<file path="config.mk">
export PLATFORM = sky130hd
export DESIGN_NAME = button_stepper_flat
export DESIGN_NICKNAME = d
export VERILOG_FILES = /design/src/rtl/button_stepper_if.sv /design/src/rtl/button_stepper.sv /design/src/flat_wrapper.sv
export SDC_FILE = /design/constraint.sdc
export NUM_CORES = 1
export LEC_CHECK = 0
export BUFFER_PORTS_ARGS = -buffer_cell sky130_fd_sc_hd__buf_2
export CORE_MARGIN = 2
export CORE_UTILIZATION = 50
export CTS_BUF_LIST = sky130_fd_sc_hd__clkbuf_16
export DETAILED_ROUTE_END_ITERATION = 10
export PLACE_DENSITY = 0.75
export SLEW_MARGIN = 20
export SYNTH_ARGS = -nofsm -noshare
export SYNTH_HDL_FRONTEND = slang
export SYNTH_SLANG_ARGS = --single-unit
</file>
<file path="constraint.sdc">
create_clock -name clk -period 3.64 [get_ports clk]
set_clock_uncertainty 0.2 [all_clocks]
set_input_delay 0.728 -clock clk [delete_from_list [all_inputs] [get_ports clk]]
set_output_delay 0.728 -clock clk [all_outputs]
set_load 0.02 [all_outputs]
</file>
<file path="src/rtl/button_stepper_if.sv">
// Step-pulse link from the button stepper (master) to the ALU mode/display block (slave).
// selector is a one-cycle pulse with no back-pressure; mode, busy and done are registered levels/pulses.
interface button_stepper_if #(
    parameter int NUM_MODES = 10
);
    localparam int MW = $clog2(NUM_MODES);

    logic          selector;
    logic [MW-1:0] mode;
    logic          busy;
    logic          done;

    modport master (output selector, output mode, output busy, output done);
    modport slave  (input  selector, input  mode, input  busy, input  done);
endinterface

</file>
<file path="src/rtl/button_stepper.sv">
// Push-button conditioner (sync, debounce, rising edge) plus auto-step sequencer driving
// one-cycle selector pulses and a wrapping mode index. All outputs are registered.
module button_stepper #(
    parameter int DEBOUNCE_CYCLES = 4,
    parameter int AUTO_PERIOD     = 11,
    parameter int AUTO_COUNT      = 12,
    parameter int NUM_MODES       = 10
) (
    input  logic             clk,
    input  logic             rst,
    input  logic             btn_raw,
    input  logic             auto_en,
    button_stepper_if.master sel_if,
    output logic [1:0]       o_dbg_state
);
    localparam int CW = $clog2(DEBOUNCE_CYCLES + 1);
    localparam int PW = $clog2(AUTO_PERIOD);
    localparam int NW = $clog2(AUTO_COUNT + 1);
    localparam int MW = $clog2(NUM_MODES);

    localparam logic [CW-1:0] DB_LAST    = CW'(DEBOUNCE_CYCLES - 1);
    localparam logic [PW-1:0] PCNT_LAST  = PW'(AUTO_PERIOD - 1);
    localparam logic [NW-1:0] N_LAST     = NW'(AUTO_COUNT);
    localparam logic [MW-1:0] MODE_LAST  = MW'(NUM_MODES - 1);

    localparam logic [1:0] S_IDLE = 2'd0;
    localparam logic [1:0] S_AUTO = 2'd1;
    localparam logic [1:0] S_DONE = 2'd2;

    logic          r_s1, r_s2, r_stable, r_stable_q, r_armed;
    logic [CW-1:0] r_cnt;
    logic [PW-1:0] r_pcnt;
    logic [NW-1:0] r_n;
    logic [1:0]    r_state;
    logic          r_selector, r_busy, r_done;
    logic [MW-1:0] r_mode;

    logic          w_manual_req, w_pulse, w_start;
    logic [1:0]    w_next_state;

    // Abort has priority over the normal end of a sequence; auto start beats a manual request.
    always_comb begin
        w_manual_req = r_stable & ~r_stable_q;
        w_next_state = r_state;
        w_pulse      = 1'b0;
        w_start      = 1'b0;
        case (r_state)
            S_IDLE: begin
                if (auto_en && r_armed) begin
                    w_next_state = S_AUTO;
                    w_start      = 1'b1;
                end else begin
                    w_pulse = w_manual_req;
                end
            end
            S_AUTO: begin
                if (!auto_en) begin
                    w_next_state = S_IDLE;
                end else begin
                    w_pulse = (r_pcnt == '0);
                    if (r_pcnt == PCNT_LAST && r_n == N_LAST) begin
                        w_next_state = S_DONE;
                    end
                end
            end
            S_DONE:  w_next_state = S_IDLE;
            default: w_next_state = S_IDLE;
        endcase
    end

    always_ff @(posedge clk) begin
        if (rst) begin
            r_s1       <= 1'b0;
            r_s2       <= 1'b0;
            r_stable   <= 1'b0;
            r_stable_q <= 1'b0;
            r_cnt      <= '0;
            r_pcnt     <= '0;
            r_n        <= '0;
            r_armed    <= 1'b0;
            r_state    <= S_IDLE;
            r_selector <= 1'b0;
            r_mode     <= '0;
            r_busy     <= 1'b0;
            r_done     <= 1'b0;
        end else begin
            r_s1       <= btn_raw;
            r_s2       <= r_s1;
            r_stable_q <= r_stable;

            if (r_s2 != r_stable) begin
                if (r_cnt == DB_LAST) begin
                    r_stable <= r_s2;
                    r_cnt    <= '0;
                end else begin
                    r_cnt <= r_cnt + CW'(1);
                end
            end else begin
                r_cnt <= '0;
            end

            if (r_state == S_IDLE) begin
                if (w_start) begin
                    r_armed <= 1'b0;
                end else if (!auto_en) begin
                    r_armed <= 1'b1;
                end
            end

            if (w_start) begin
                r_pcnt <= '0;
                r_n    <= '0;
            end else if (r_state == S_AUTO) begin
                r_pcnt <= (r_pcnt == PCNT_LAST) ? '0 : r_pcnt + PW'(1);
                if (w_pulse) begin
                    r_n <= r_n + NW'(1);
                end
            end

            r_state    <= w_next_state;
            r_selector <= w_pulse;
            if (w_pulse) begin
                r_mode <= (r_mode == MODE_LAST) ? '0 : r_mode + MW'(1);
            end
            // busy/done lag the state by one edge so every output stays a plain flop.
            r_busy <= (r_state == S_AUTO);
            r_done <= (r_state == S_DONE);
        end
    end

    assign sel_if.selector = r_selector;
    assign sel_if.mode     = r_mode;
    assign sel_if.busy     = r_busy;
    assign sel_if.done     = r_done;
    assign o_dbg_state     = r_state;
endmodule

</file>
<file path="src/flat_wrapper.sv">
// flat-port wrapper written by rule: the top's interface ports become plain ports
module button_stepper_flat 
#(
    parameter int DEBOUNCE_CYCLES = 4,
    parameter int AUTO_PERIOD     = 11,
    parameter int AUTO_COUNT      = 12,
    parameter int NUM_MODES       = 10
)
  (clk, rst, btn_raw, auto_en, o_dbg_state, sel_if_selector, sel_if_mode, sel_if_busy, sel_if_done);
  button_stepper_if #(.NUM_MODES(NUM_MODES)) sel_if_i ();
  input  logic clk;
  input  logic rst;
  input  logic btn_raw;
  input  logic auto_en;
  output logic [1:0] o_dbg_state;
  output wire logic [$bits(sel_if_i.selector)-1:0] sel_if_selector;
  output wire logic [$bits(sel_if_i.mode)-1:0] sel_if_mode;
  output wire logic [$bits(sel_if_i.busy)-1:0] sel_if_busy;
  output wire logic [$bits(sel_if_i.done)-1:0] sel_if_done;
  assign sel_if_selector = sel_if_i.selector;
  assign sel_if_mode = sel_if_i.mode;
  assign sel_if_busy = sel_if_i.busy;
  assign sel_if_done = sel_if_i.done;
  button_stepper #(.DEBOUNCE_CYCLES(DEBOUNCE_CYCLES), .AUTO_PERIOD(AUTO_PERIOD), .AUTO_COUNT(AUTO_COUNT), .NUM_MODES(NUM_MODES)) u_core (.clk(clk), .rst(rst), .btn_raw(btn_raw), .auto_en(auto_en), .sel_if(sel_if_i), .o_dbg_state(o_dbg_state));
endmodule
</file>
==> results of run 1 <==
-- state kept, by name (all words and copies together) (netlist names), 2 cells and up --
name,cells
u_core.r_n,4
u_core.o_dbg_state,2
u_core.r_pcnt,4
u_core.r_cnt,3
u_core.sel_if.mode,4
-- routing by layer --
layer | GRT usage, % | share of wire, % | up-vias
met5 | 0 | 0 | -
met1 | 19.6 | 47 | 404
li1 | - | - | 438
met4 | 7.89 | 2.2 | 0
met3 | 3.51 | 3.5 | 5
met2 | 26.2 | 47 | 13
-- power groups by stage --
stage | registers, mW | logic [mW] | clock network (mW)
after global placement | 0.292 | 0.0345 | 0
final | 0.286 | 0.0353 | 0.232
after floorplan | 0.294 | 0.0249 | 0
after CTS | 0.286 | 0.0357 | 0.238
after global routing | 0.287 | 0.0395 | 0.252
after detailed placement | 0.292 | 0.0354 | 0
-- cells by family (layout without fill, tap and decap cells) --
logic type,count (synthesis),after routing
AOI/OAI and AO/OA,19,19
DFF,25,25
buffers and inverters,9,21
adders and majority gates,4,4
xor gates and xnor gates,5,5
muxes,3,3
and+or+nand+nor,55,55
-- path summary, 6_finish.rpt --
path                                            from                                 end  slack (ns)  depth (start not counted)
setup / recovery  u_core.o_dbg_state[0]$_SDFFE_PP0P_                      o_dbg_state[0]        1.75                          1
hold / removal            u_core.r_cnt[0]$_SDFF_PP0_          u_core.r_cnt[0]$_SDFF_PP0_        0.23                          1
setup reg to reg  u_core.o_dbg_state[0]$_SDFFE_PP0P_  u_core.sel_if.mode[0]$_SDFFE_PP0P_        1.86                          4
hold reg to reg           u_core.r_cnt[0]$_SDFF_PP0_          u_core.r_cnt[0]$_SDFF_PP0_        0.23                          1
-- through the flow --
stage               hold slack [ns]  worst slack (ns)  total power [mW]  utilization (%)
floorplan                     0.199              1.70             0.319                -
global placement              0.209              1.56             0.326             54.6
detailed placement            0.223              1.54             0.328             54.6
CTS                           0.234              1.76             0.560             58.2
global route                  0.263              1.70             0.579             58.2
finish                        0.232              1.75             0.554             58.2
-- placed cells by master, fill, tap and decap left out, types with 2 or more instances in the layout --
cell type and instances:
sky130_fd_sc_hd__nor2_1 19, sky130_fd_sc_hd__a21oi_1 5, sky130_fd_sc_hd__buf_2 12, sky130_fd_sc_hd__o21ai_0 4, sky130_fd_sc_hd__nand4b_1 2, sky130_fd_sc_hd__nor3b_1 2
sky130_fd_sc_hd__clkbuf_16 3, sky130_fd_sc_hd__or3_1 3, sky130_fd_sc_hd__and3_1 2, sky130_fd_sc_hd__xor2_1 3, sky130_fd_sc_hd__nor2b_1 7, sky130_fd_sc_hd__ha_1 4
sky130_fd_sc_hd__mux2i_1 3, sky130_fd_sc_hd__nand2b_1 4, sky130_fd_sc_hd__nand2_1 4, sky130_fd_sc_hd__inv_1 6, sky130_fd_sc_hd__a211oi_1 2, sky130_fd_sc_hd__nand3_1 5
sky130_fd_sc_hd__dfxtp_1 25, sky130_fd_sc_hd__xnor2_1 2
-- final cells by class --
cell class                      instances  area [sq um]  share of cell area [%]
Clock buffer                            3          75.1                    5.95
Tap cell                               28          35.0                    2.78
Sequential cell                        25           500                    39.6
Multi-Input combinational cell         86           569                    45.1
Inverter                                5          18.8                    1.49
Clock inverter                          1          3.75                   0.297
Timing Repair Buffer                   12          60.1                    4.76
==> out/results.env, run 1 <==
RUN_STATUS='complete, no violations'
REMAINING_OVERFLOW_GRT=0
ANTENNA_LEFT=0
SYNTH-SEQ-CELLS=25
SYNTHMOSTINSTANTIATEDCELL='sky130_fd_sc_hd__dfxtp_1'
INTERNAL_POWER_mW=0.441
NETLIST_AREA_SQ_UM=1120
UNREPAIRED_SETUP_ENDPOINTS_AFTER_GLOBAL_ROUTING='no'
CLKSLEWWORSTSETUPHOLDPATHS_NS=0.06
PLACE.GP.CONGESTION=0.838
YOSYSWARNINGS=0
WORST-SLEW-PIN-TRANSITION_NS=0.303
GRT_PASS1_WL_MICRONS=3180
LAYOUTNONFILLERINSTCOUNT=160
MULTIPLEXER_SHARE_OF_THE_SYNTHESIZED_AREA_PCT=2.68
FLOORPLAN.DIE_AREA_SQ_UM=2630
WORST_PATH_LARGEST_CELL_DELAY_NS=0.48
POWER_DENSITY_nW_PER_UM2=439
TIMING.FINAL.CRIT_SHARE_PCT=51.8
COMBINATIONALPOWERSHARE_PCT=6.4
DIE_H_MICRONS=51.3
SWITCHING_SHARE_PCT=20.3
SYNTH-COMPOUND-AREA-SHARE_PCT=11.6
SYNTH_CELLS=120
FLOW.AREA_GROWTH_FROM_SYNTHESIS_PCT=12.9
PLACEDCELLCOUNT=156
SEQUENTIALPOWERSHARE_PCT=51.7
WORST-SETUP-PATH-TYPE='flop to primary output'
CTS-ROOT-TO-SINK-BUFFERS=2
POST_CTS.REPAIR.SETUP_BUFFERS=0
WORST_EP_REQUIRED_TIME_NS=2.71
POST-SYNTH-TOP-AREA-CELL='sky130_fd_sc_hd__dfxtp_1'
DOMINANTREGCELLSYNTH='sky130_fd_sc_hd__dfxtp_1'
DIE_W_MICRONS=51.3
SYNTHESIS.AREA_PER_INSTANCE_SQ_UM=9.32
SYNTH_NETS=128
IOS=13
CP_DATA_ARRIVAL_TIME_NS=0.96
DR.PASS1.ITERS=4
ANTENNA_CELLS_INSERTED=0
POWER_FRAC_CLOCK_PCT=41.9
YS_ASYNC_SR_FRACTION_PCT=0
CTS_BUFFERS=3
WORST_SETUP_PATH_END_KIND='primary output'
HOLD_BUFFERS=0
COUNT_OF_INSTANCES_RESIZED_AFTER_THE_CLOCK_TREE_IS_BUILT=0
ITER_0_DRT_VIOLATIONS=8
STATIC-LEAKAGE-POWER_nW=0.538
FINAL.SETUP.TNS_NS=0
REPORT.FINAL.SETUP_VIOL=0
TRITONCTS='built'
SYNTH-XOR-AREA-SHARE_PCT=3.91
CLKLATENCYLATEPIN_NS=0.25
SYNTHDOMINANTCELLAREASHARE_PCT=44.7
MIN-DELAY-PATH-CLASS='flop to flop'
PLACEMENT.CELL_AREA_SQ_UM=1180
SYNTH_TOP_FAMILY_BY_AREA='simple AND/OR/NAND/NOR gates'
FINALCRITICALPERIOD_NS=1.89
MAX-CAP-VIOLATIONS=0
STDCELL_AREA_SQ_UM=1260
WORST_SLEW_MARGIN_REL_PCT=79.3
SYNTH.TOP_CELLS.BY_COUNT='sky130_fd_sc_hd__dfxtp_1 (25), sky130_fd_sc_hd__nor2_1 (19), sky130_fd_sc_hd__nor2b_1 (7)'
H-TREE-DEPTH=1
NETSWITCHINGPOWER_mW=0.112
NUMBER_OF_SINKS_ON_THE_CLOCK_NET=25
NUMBER_OF_GLOBAL_ROUTE_VIAS_BEFORE_REPAIR=782
CRITICAL_PATH.N_BUFFERS_INVERTERS=1
FILL_CELLS=216
TOTAL_TRACK_USAGE_PCT=15.9
SYNTH-EDFF-COUNT=0
YS_SEQ_AREA_SHARE_PCT=44.7
CP-START-KIND='flop'
INITIAL_CORE_UTIL_PCT=51.6
FLOORPLAN.ROWS=17
CP_MAX_FO=9
GRT_MAX_DEGREE=21
DR_TOTAL_VIAS=860
FMAX_MHz=530
DRCVIOLATIONCOUNT=0
CRITICAL_PATH.TOP_DELAY_FAMILY='flip-flops'
DETAIL_ROUTE.WIRELENGTH_MICRONS=1840
PORTBUFFERS=12
PEAKVDDDROP_V=0.000219
PLACE_HPWL_MICRONS=1340
ROUTE.DETAILED.WL_PER_INST_MICRONS=11.5
DRT-VIAS-PER-INSTANCE=5.38
FINAL_NETS=141
FINAL_HOLD_VIOL_COUNT=0
CLK_ROOT_BUFFER_CELL='sky130_fd_sc_hd__clkbuf_16'
YOSYSUNIQUECELLTYPES=35
SYNTH_TOP_CELLS_BY_AREA='sky130_fd_sc_hd__dfxtp_1 (45%), sky130_fd_sc_hd__nor2_1 (6.4%), sky130_fd_sc_hd__ha_1 (4.5%)'
DRIVE_ABOVE_1_SHARE_PCT=15.2
SYNTHSIMPLEGATEAREAFRAC_PCT=28.2
POST_SYNTH_FA_HA_MAJ_AREA_FRACTION_PCT=4.47
PLACEABLECOREAREA_SQ_UM=2170
WORST_PATH_MAX_DELAY_CELL='sky130_fd_sc_hd__dfxtp_1'
CP_CELL_SEQUENCE='buf_2'
ANTENNA_FOUND_INITIAL=0
FINALMAXSLEWVIOLATIONS=0
Power figures use the tool's default switching activity.
==> run 2: changes to the inputs <==
PLACE_DENSITY = 0.78   (was 0.75)
clock period = 1.5 ns   (was 3.64 ns; I/O delays follow)
==> out/results.env, run 2 (synthesized netlist as in run 1, its figures left out) <==
LAYOUT.CELLS.MOST_COMMON_LIST='sky130_fd_sc_hd__dfxtp_1 (19), sky130_fd_sc_hd__nor2_1 (17), sky130_fd_sc_hd__buf_4 (15)'
WORST-SLEW-PIN-TRANSITION_NS=0.306  # +0.00292 ns
SEQCELLAREA_SQ_UM=510  # +2.0%
REPORT.FINAL.SETUP_VIOL=0  # unchanged
FMAX_MHz=687
MAX-CAP-VIOLATIONS=0  # unchanged
TOTAL_TRACK_USAGE_PCT=20.0  # +4.1 points
ANTENNA_CELLS_INSERTED=0  # unchanged
GRT_MAX_DEGREE=17  # -19%
WORST_SLEW_MARGIN_REL_PCT=79.5  # +0.28 points
INTERNAL_POWER_mW=1.10  # +150%
CLKSLEWWORSTSETUPHOLDPATHS_NS=0.07  # about the same
PORTBUFFERS=12  # unchanged
TIMING.REG2REG.SETUP_SLACK_NS=0.05  # -1.81 ns
CP_CELL_SEQUENCE='nor3b_4 > and2_4 > or3_1 > and3b_1'
UNREPAIRED_SETUP_ENDPOINTS_AFTER_GLOBAL_ROUTING='yes'
WORST_SETUP_PATH_END_KIND='flop'
ANTENNA_LEFT=0  # unchanged
WORST_PATH_LARGEST_CELL_DELAY_NS=0.36  # -0.12 ns
CTS-ROOT-TO-SINK-BUFFERS=2  # unchanged
MIN_DELAY_PATH_DEPTH=2  # +1
WORST_EP_REQUIRED_TIME_NS=1.46  # -1.25 ns
FINALMAXSLEWVIOLATIONS=0  # unchanged
NUMBER_OF_SINKS_ON_THE_CLOCK_NET=25  # unchanged
MULTIINPUTGATEAREA_SQ_UM=597  # +4.8%
LAYOUTNONFILLERINSTCOUNT=175  # +9.4%
DRCVIOLATIONCOUNT=0  # unchanged
PLACE.GP.CONGESTION=0.793  # -5.4%
COMBINATIONALPOWERSHARE_PCT=8.4  # +2.0 points
FINALCRITICALPERIOD_NS=1.45
FILL_CELLS=188  # -13%
FINAL_NETS=156  # +11%
WORST-SETUP-PATH-TYPE='flop to flop'
CP-START-KIND='flop'
DIE_H_MICRONS=51.3  # unchanged
HOLD_WS_NS=0.0426  # -0.189 ns
ANTENNA_FOUND_INITIAL=0  # unchanged
ITER_0_DRT_VIOLATIONS=12  # +4
RUN_STATUS='complete, no violations'
INITIAL_CORE_UTIL_PCT=51.6  # unchanged
TOTAL_POWER_mW=1.42  # +160%
FF2FF_PATH_DEPTH=4  # unchanged
GRT_PASS1_WL_MICRONS=3950  # +24%
FLOORPLAN.DIE_AREA_SQ_UM=2630  # unchanged
REMAINING_OVERFLOW_GRT=0  # unchanged
H-TREE-DEPTH=1  # unchanged
PEAKVDDDROP_V=0.000569  # +160%
CTS_BUFFERS=3  # unchanged
PLACE_HPWL_MICRONS=1690  # +26%
CLK_ROOT_BUFFER_CELL='sky130_fd_sc_hd__clkbuf_16'
STATIC-LEAKAGE-POWER_nW=0.615  # +14%
DIE_W_MICRONS=51.3  # unchanged
POST-ROUTE-WORST-SETUP-SLACK_NS=0.0454  # -1.71 ns
NUMBER_OF_GLOBAL_ROUTE_VIAS_BEFORE_REPAIR=958  # +23%
FLOW.AREA_GROWTH_FROM_SYNTHESIS_PCT=26.7
CRITICAL_PATH_DEPTH=4  # +3
TRITONCTS='built'
DRIVE_ABOVE_1_SHARE_PCT=32.7  # +18 points
IOS=13  # unchanged
SWITCHING_SHARE_PCT=22.6  # +2.3 points
DR.PASS1.ITERS=4  # unchanged
DRT-VIAS-PER-INSTANCE=5.40  # +0.47%
ROUTE.DETAILED.WL_PER_INST_MICRONS=13.4  # +17%
DETAIL_ROUTE.WIRELENGTH_MICRONS=2350  # +28%
CP_DATA_ARRIVAL_TIME_NS=1.41  # +0.45 ns
FINAL_COMMON_CELL='sky130_fd_sc_hd__dfxtp_1'
CLKLATENCYLATEPIN_NS=0.26  # about the same
WORST_SLACK_AFTER_DETAILED_PLACEMENT_NS=-0.0719  # -1.61 ns
CRITICAL_PATH.TOP_DELAY_FAMILY='simple AND/OR/NAND/NOR gates'
NETSWITCHINGPOWER_mW=0.321  # +190%
SEQUENTIALPOWERSHARE_PCT=48.5  # -3.2 points
CRITICAL_PATH.N_BUFFERS_INVERTERS=0  # -1
FLOORPLAN.ROWS=17  # unchanged
POWER_FRAC_CLOCK_PCT=43.1  # +1.2 points
WORST_PATH_MAX_DELAY_CELL='sky130_fd_sc_hd__dfxtp_4'
DR_TOTAL_VIAS=945  # +9.9%
CP_MAX_FO=5  # -4
POWER_DENSITY_nW_PER_UM2=1000  # +130%
TIMING.FINAL.CRIT_SHARE_PCT=97.0
MIN-DELAY-PATH-CLASS='primary input to flop'
FINAL_HOLD_VIOL_COUNT=0  # unchanged
PLACEDCELLCOUNT=171  # +9.6%
PLACEABLECOREAREA_SQ_UM=2170  # unchanged
[run 2: cell types whose count changed in the layout (fill, tap and decap cells not counted), moves of 2 or more]
cell                      before  now
sky130_fd_sc_hd__nor2_1       19   17
sky130_fd_sc_hd__dfxtp_2       0    5
sky130_fd_sc_hd__buf_4         0   15
sky130_fd_sc_hd__nor2_2        0    2
sky130_fd_sc_hd__dfxtp_1      25   19
[run 2: path summary, 6_finish.rpt]
kind,endpoint,from
setup / recovery,u_core.sel_if.mode[0]$_SDFFE_PP0P_,u_core.o_dbg_state[0]$_SDFFE_PP0P_
hold / removal,u_core.r_s1$_SDFF_PP0_,btn_raw
setup reg to reg,u_core.sel_if.mode[0]$_SDFFE_PP0P_,u_core.o_dbg_state[0]$_SDFFE_PP0P_
hold reg to reg,u_core.r_cnt[0]$_SDFF_PP0_,u_core.r_cnt[0]$_SDFF_PP0_
[run 2: metrics by stage]
step                      util, %  cell area (sq um)  TNS (ns)
after floorplan                 -               1130   -0.0685
after global placement       60.3               1310   -0.0279
after detailed placement     60.3               1310    -0.104
after CTS                    64.2               1390         0
after global routing         65.3               1420   -0.0751
final                        65.3               1420         0
[run 2: what timing repair did]
| item | CTS | global route |
|---|---|---|
| gates cloned | 0 | 0 |
| buffers inserted | 0 | 0 |
| resized for setup | 2 | 11 |
| hold buffers | 0 | 0 |
| pin swaps | 0 | 3 |
| setup endpoints to repair | 2 | 8 |
[run 2: worst register-to-register path, cell delays in order (launching register included)]
cell	delay [ns]
sky130_fd_sc_hd__dfxtp_4	0.36
sky130_fd_sc_hd__nor3b_4	0.15
sky130_fd_sc_hd__and2_4	0.18
sky130_fd_sc_hd__or3_1	0.30
sky130_fd_sc_hd__and3b_1	0.17
[run 2: power groups by stage]
stage | Combinational [mW] | Clock (mW) | Sequential [mW]
3_3_place_gp | 0.110 | 0 | 0.703
5_1_grt | 0.131 | 0.644 | 0.692
6_report | 0.119 | 0.614 | 0.691
2_1_floorplan | 0.0609 | 0 | 0.714
3_5_place_dp | 0.114 | 0 | 0.704
4_1_cts | 0.116 | 0.623 | 0.689
[run 2: final cells by class]
class                           count  share of cell area (%)
Multi-Input combinational cell     86                    42.1
Sequential cell                    25                    36.0
Timing Repair Buffer               27                    12.2
Clock buffer                        3                    5.30
Tap cell                           28                    2.47
Inverter                            5                    1.32
Clock inverter                      1                   0.618
[run 2: layer usage]
metal	wire [microns]	GRT usage [%]	up-vias
met5	0	0	-
met4	25	9.65	0
met3	69	2.92	4
met2	1230	36.8	18
met1	1030	22.4	455
li1	-	-	468
==> run 3: changes to the inputs <==
BUFFER_PORTS_ARGS = -buffer_cell sky130_fd_sc_hd__buf_4   (was -buffer_cell sky130_fd_sc_hd__buf_2)
==> out/results.env, run 3 (synthesized netlist as in run 1, its figures left out) <==
FINAL_HOLD_VIOL_COUNT=0  # unchanged
LAYOUTNONFILLERINSTCOUNT=175  # unchanged
FINAL_CORE_AREA_UTILIZATION_PCT=67.5  # +2.1 points
HOLD_WS_NS=0.0554  # +0.0128 ns
CTS-ROOT-TO-SINK-BUFFERS=2  # unchanged
WORST_EP_REQUIRED_TIME_NS=1.50  # +0.04 ns
ANTENNA_LEFT=0  # unchanged
CLK_ROOT_BUFFER_CELL='sky130_fd_sc_hd__clkbuf_16'
NUMBER_OF_GLOBAL_ROUTE_VIAS_BEFORE_REPAIR=888  # -7.3%
PLACE_HPWL_MICRONS=1620  # -4.3%
TOTAL_POWER_mW=1.39  # -2.2%
FINALCRITICALPERIOD_NS=1.47  # +0.0153 ns
REMAINING_OVERFLOW_GRT=0  # unchanged
FINAL_COMMON_CELL='sky130_fd_sc_hd__buf_4'
CLKLATENCYLATEPIN_NS=0.25  # about the same
DR_TOTAL_VIAS=935  # -1.1%
FINAL.SETUP.TNS_NS=0  # unchanged
FLOORPLAN.DIE_AREA_SQ_UM=2630  # unchanged
GRT_MAX_DEGREE=16  # -1
NETSWITCHINGPOWER_mW=0.296  # -8.0%
FLOORPLAN.ROWS=17  # unchanged
FLOW.AREA_GROWTH_FROM_SYNTHESIS_PCT=30.9
WORST_SETUP_PATH_END_KIND='flop'
PORTBUFFERS=12  # unchanged
SEQUENTIALPOWERSHARE_PCT=49.5  # +1.0 points
WORST_SLEW_MARGIN_REL_PCT=82.7  # +3.1 points
PLACEABLECOREAREA_SQ_UM=2170  # unchanged
FINALMAXSLEWVIOLATIONS=0  # unchanged
WORST-SLEW-PIN-TRANSITION_NS=0.257  # -0.0488 ns
GRT_PASS1_WL_MICRONS=3780  # -4.4%
ROUTE.DETAILED.WL_PER_INST_MICRONS=13.0  # -3.2%
DRCVIOLATIONCOUNT=0  # unchanged
DIE_W_MICRONS=51.3  # unchanged
CLKSLEWWORSTSETUPHOLDPATHS_NS=0.06  # about the same
H-TREE-DEPTH=1  # unchanged
POWER_DENSITY_nW_PER_UM2=951  # -5.3%
TOTAL_TRACK_USAGE_PCT=19.0  # -1.1 points
RUN_STATUS='complete, no violations'
WORST-SETUP-PATH-TYPE='flop to flop'
UNREPAIRED_SETUP_ENDPOINTS_AFTER_GLOBAL_ROUTING='yes'
INITIAL_CORE_UTIL_PCT=51.6  # unchanged
CP_MAX_FO=3  # -2
DRT-VIAS-PER-INSTANCE=5.34  # -1.1%
REPORT.FINAL.SETUP_VIOL=0  # unchanged
PLACEDCELLCOUNT=171  # unchanged
FMAX_MHz=680  # -1.0%
LAYOUT.CELLS.MOST_COMMON_LIST='sky130_fd_sc_hd__buf_4 (26), sky130_fd_sc_hd__dfxtp_1 (18), sky130_fd_sc_hd__nor2_1 (17)'
DETAIL_ROUTE.WIRELENGTH_MICRONS=2270  # -3.2%
IOS=13  # unchanged
DR.PASS1.ITERS=4  # unchanged
ITER_0_DRT_VIOLATIONS=17  # +5
FINAL_NETS=156  # unchanged
TIMING.FINAL.CRIT_SHARE_PCT=98.0  # +1.0 points
TRITONCTS='built'
CP_DATA_ARRIVAL_TIME_NS=1.47  # +0.06 ns
MIN-DELAY-PATH-CLASS='primary input to flop'
DRIVE_ABOVE_1_SHARE_PCT=35.4  # +2.7 points
CP-START-KIND='flop'
CTS_BUFFERS=3  # unchanged
PLACE.GP.CONGESTION=0.740  # -6.7%
INTERNAL_POWER_mW=1.10  # -0.48%
POST_CTS.REPAIR.SETUP_BUFFERS=0  # unchanged
COMBINATIONALPOWERSHARE_PCT=8.9  # +0.5 points
HOLD_BUFFERS=0  # unchanged
PEAKVDDDROP_V=0.000827  # +45%
MAX-CAP-VIOLATIONS=0  # unchanged
FILL_CELLS=187  # -0.53%
ANTENNA_FOUND_INITIAL=0  # unchanged
SWITCHING_SHARE_PCT=21.2  # -1.3 points
DIE_H_MICRONS=51.3  # unchanged
NUMBER_OF_SINKS_ON_THE_CLOCK_NET=25  # unchanged
STATIC-LEAKAGE-POWER_nW=0.621  # +0.96%
ANTENNA_CELLS_INSERTED=0  # unchanged
POWER_FRAC_CLOCK_PCT=41.6  # -1.5 points
## run 3: critical path, stage by stage (launching register included)
cell and delay [ns]:
sky130_fd_sc_hd__dfxtp_1 0.32, sky130_fd_sc_hd__ha_1 0.20, sky130_fd_sc_hd__ha_2 0.18, sky130_fd_sc_hd__or3_4 0.41, sky130_fd_sc_hd__nor2_2 0.09
## run 3: power by group through the flow
stage          Combinational [mW]  Sequential [mW]  Clock [mW]
3_3_place_gp                0.114            0.703           0
4_1_cts                     0.121            0.690       0.590
2_1_floorplan              0.0609            0.714           0
6_report                    0.124            0.689       0.579
5_1_grt                     0.135            0.691       0.609
3_5_place_dp                0.117            0.704           0
## run 3: stage by stage
stage,setup WS [ns],instance area [sq um]
floorplan,-0.0575,1130
global placement,-0.0356,1340
detailed placement,-0.0627,1340
CTS,0.0114,1430
global route,-0.0135,1460
finish,0.0301,1460
## run 3: metal layers
metal  part of all wire, %  vias up  GRT usage [%]
li1                      -      476              -
met1                    44      445           22.0
met2                    53       12           35.3
met3                   2.2        2           2.63
met4                  0.70        0           6.58
met5                     0        -              0
## run 3: area by class of cell
type                    count  area, sq um  area share [%]
inverters                   5         18.8            1.28
well taps                  28         35.0            2.39
repair buffers             27          206            14.1
multi-input cells          86          609            41.6
flip-flops and latches     25          514            35.1
clock buffers               3         75.1            5.13
clock inverters             1         5.00           0.342
## run 3: path summary, 6_finish.rpt
kind	cells after the start	slack, ns	endpoint	startpoint
setup / recovery	4	0.03	u_core.r_cnt[0]$_SDFF_PP0_	u_core.r_cnt[0]$_SDFF_PP0_
hold / removal	2	0.06	u_core.r_s1$_SDFF_PP0_	btn_raw
hold reg to reg	1	0.24	u_core.r_s2$_SDFF_PP0_	u_core.r_s1$_SDFF_PP0_
setup reg to reg	4	0.03	u_core.r_cnt[0]$_SDFF_PP0_	u_core.r_cnt[0]$_SDFF_PP0_
## run 3: timing repair
action	CTS	global route
hold endpoints to repair	0	0
setup endpoints to repair	3	10
resized for setup	4	15
pin swaps	0	2
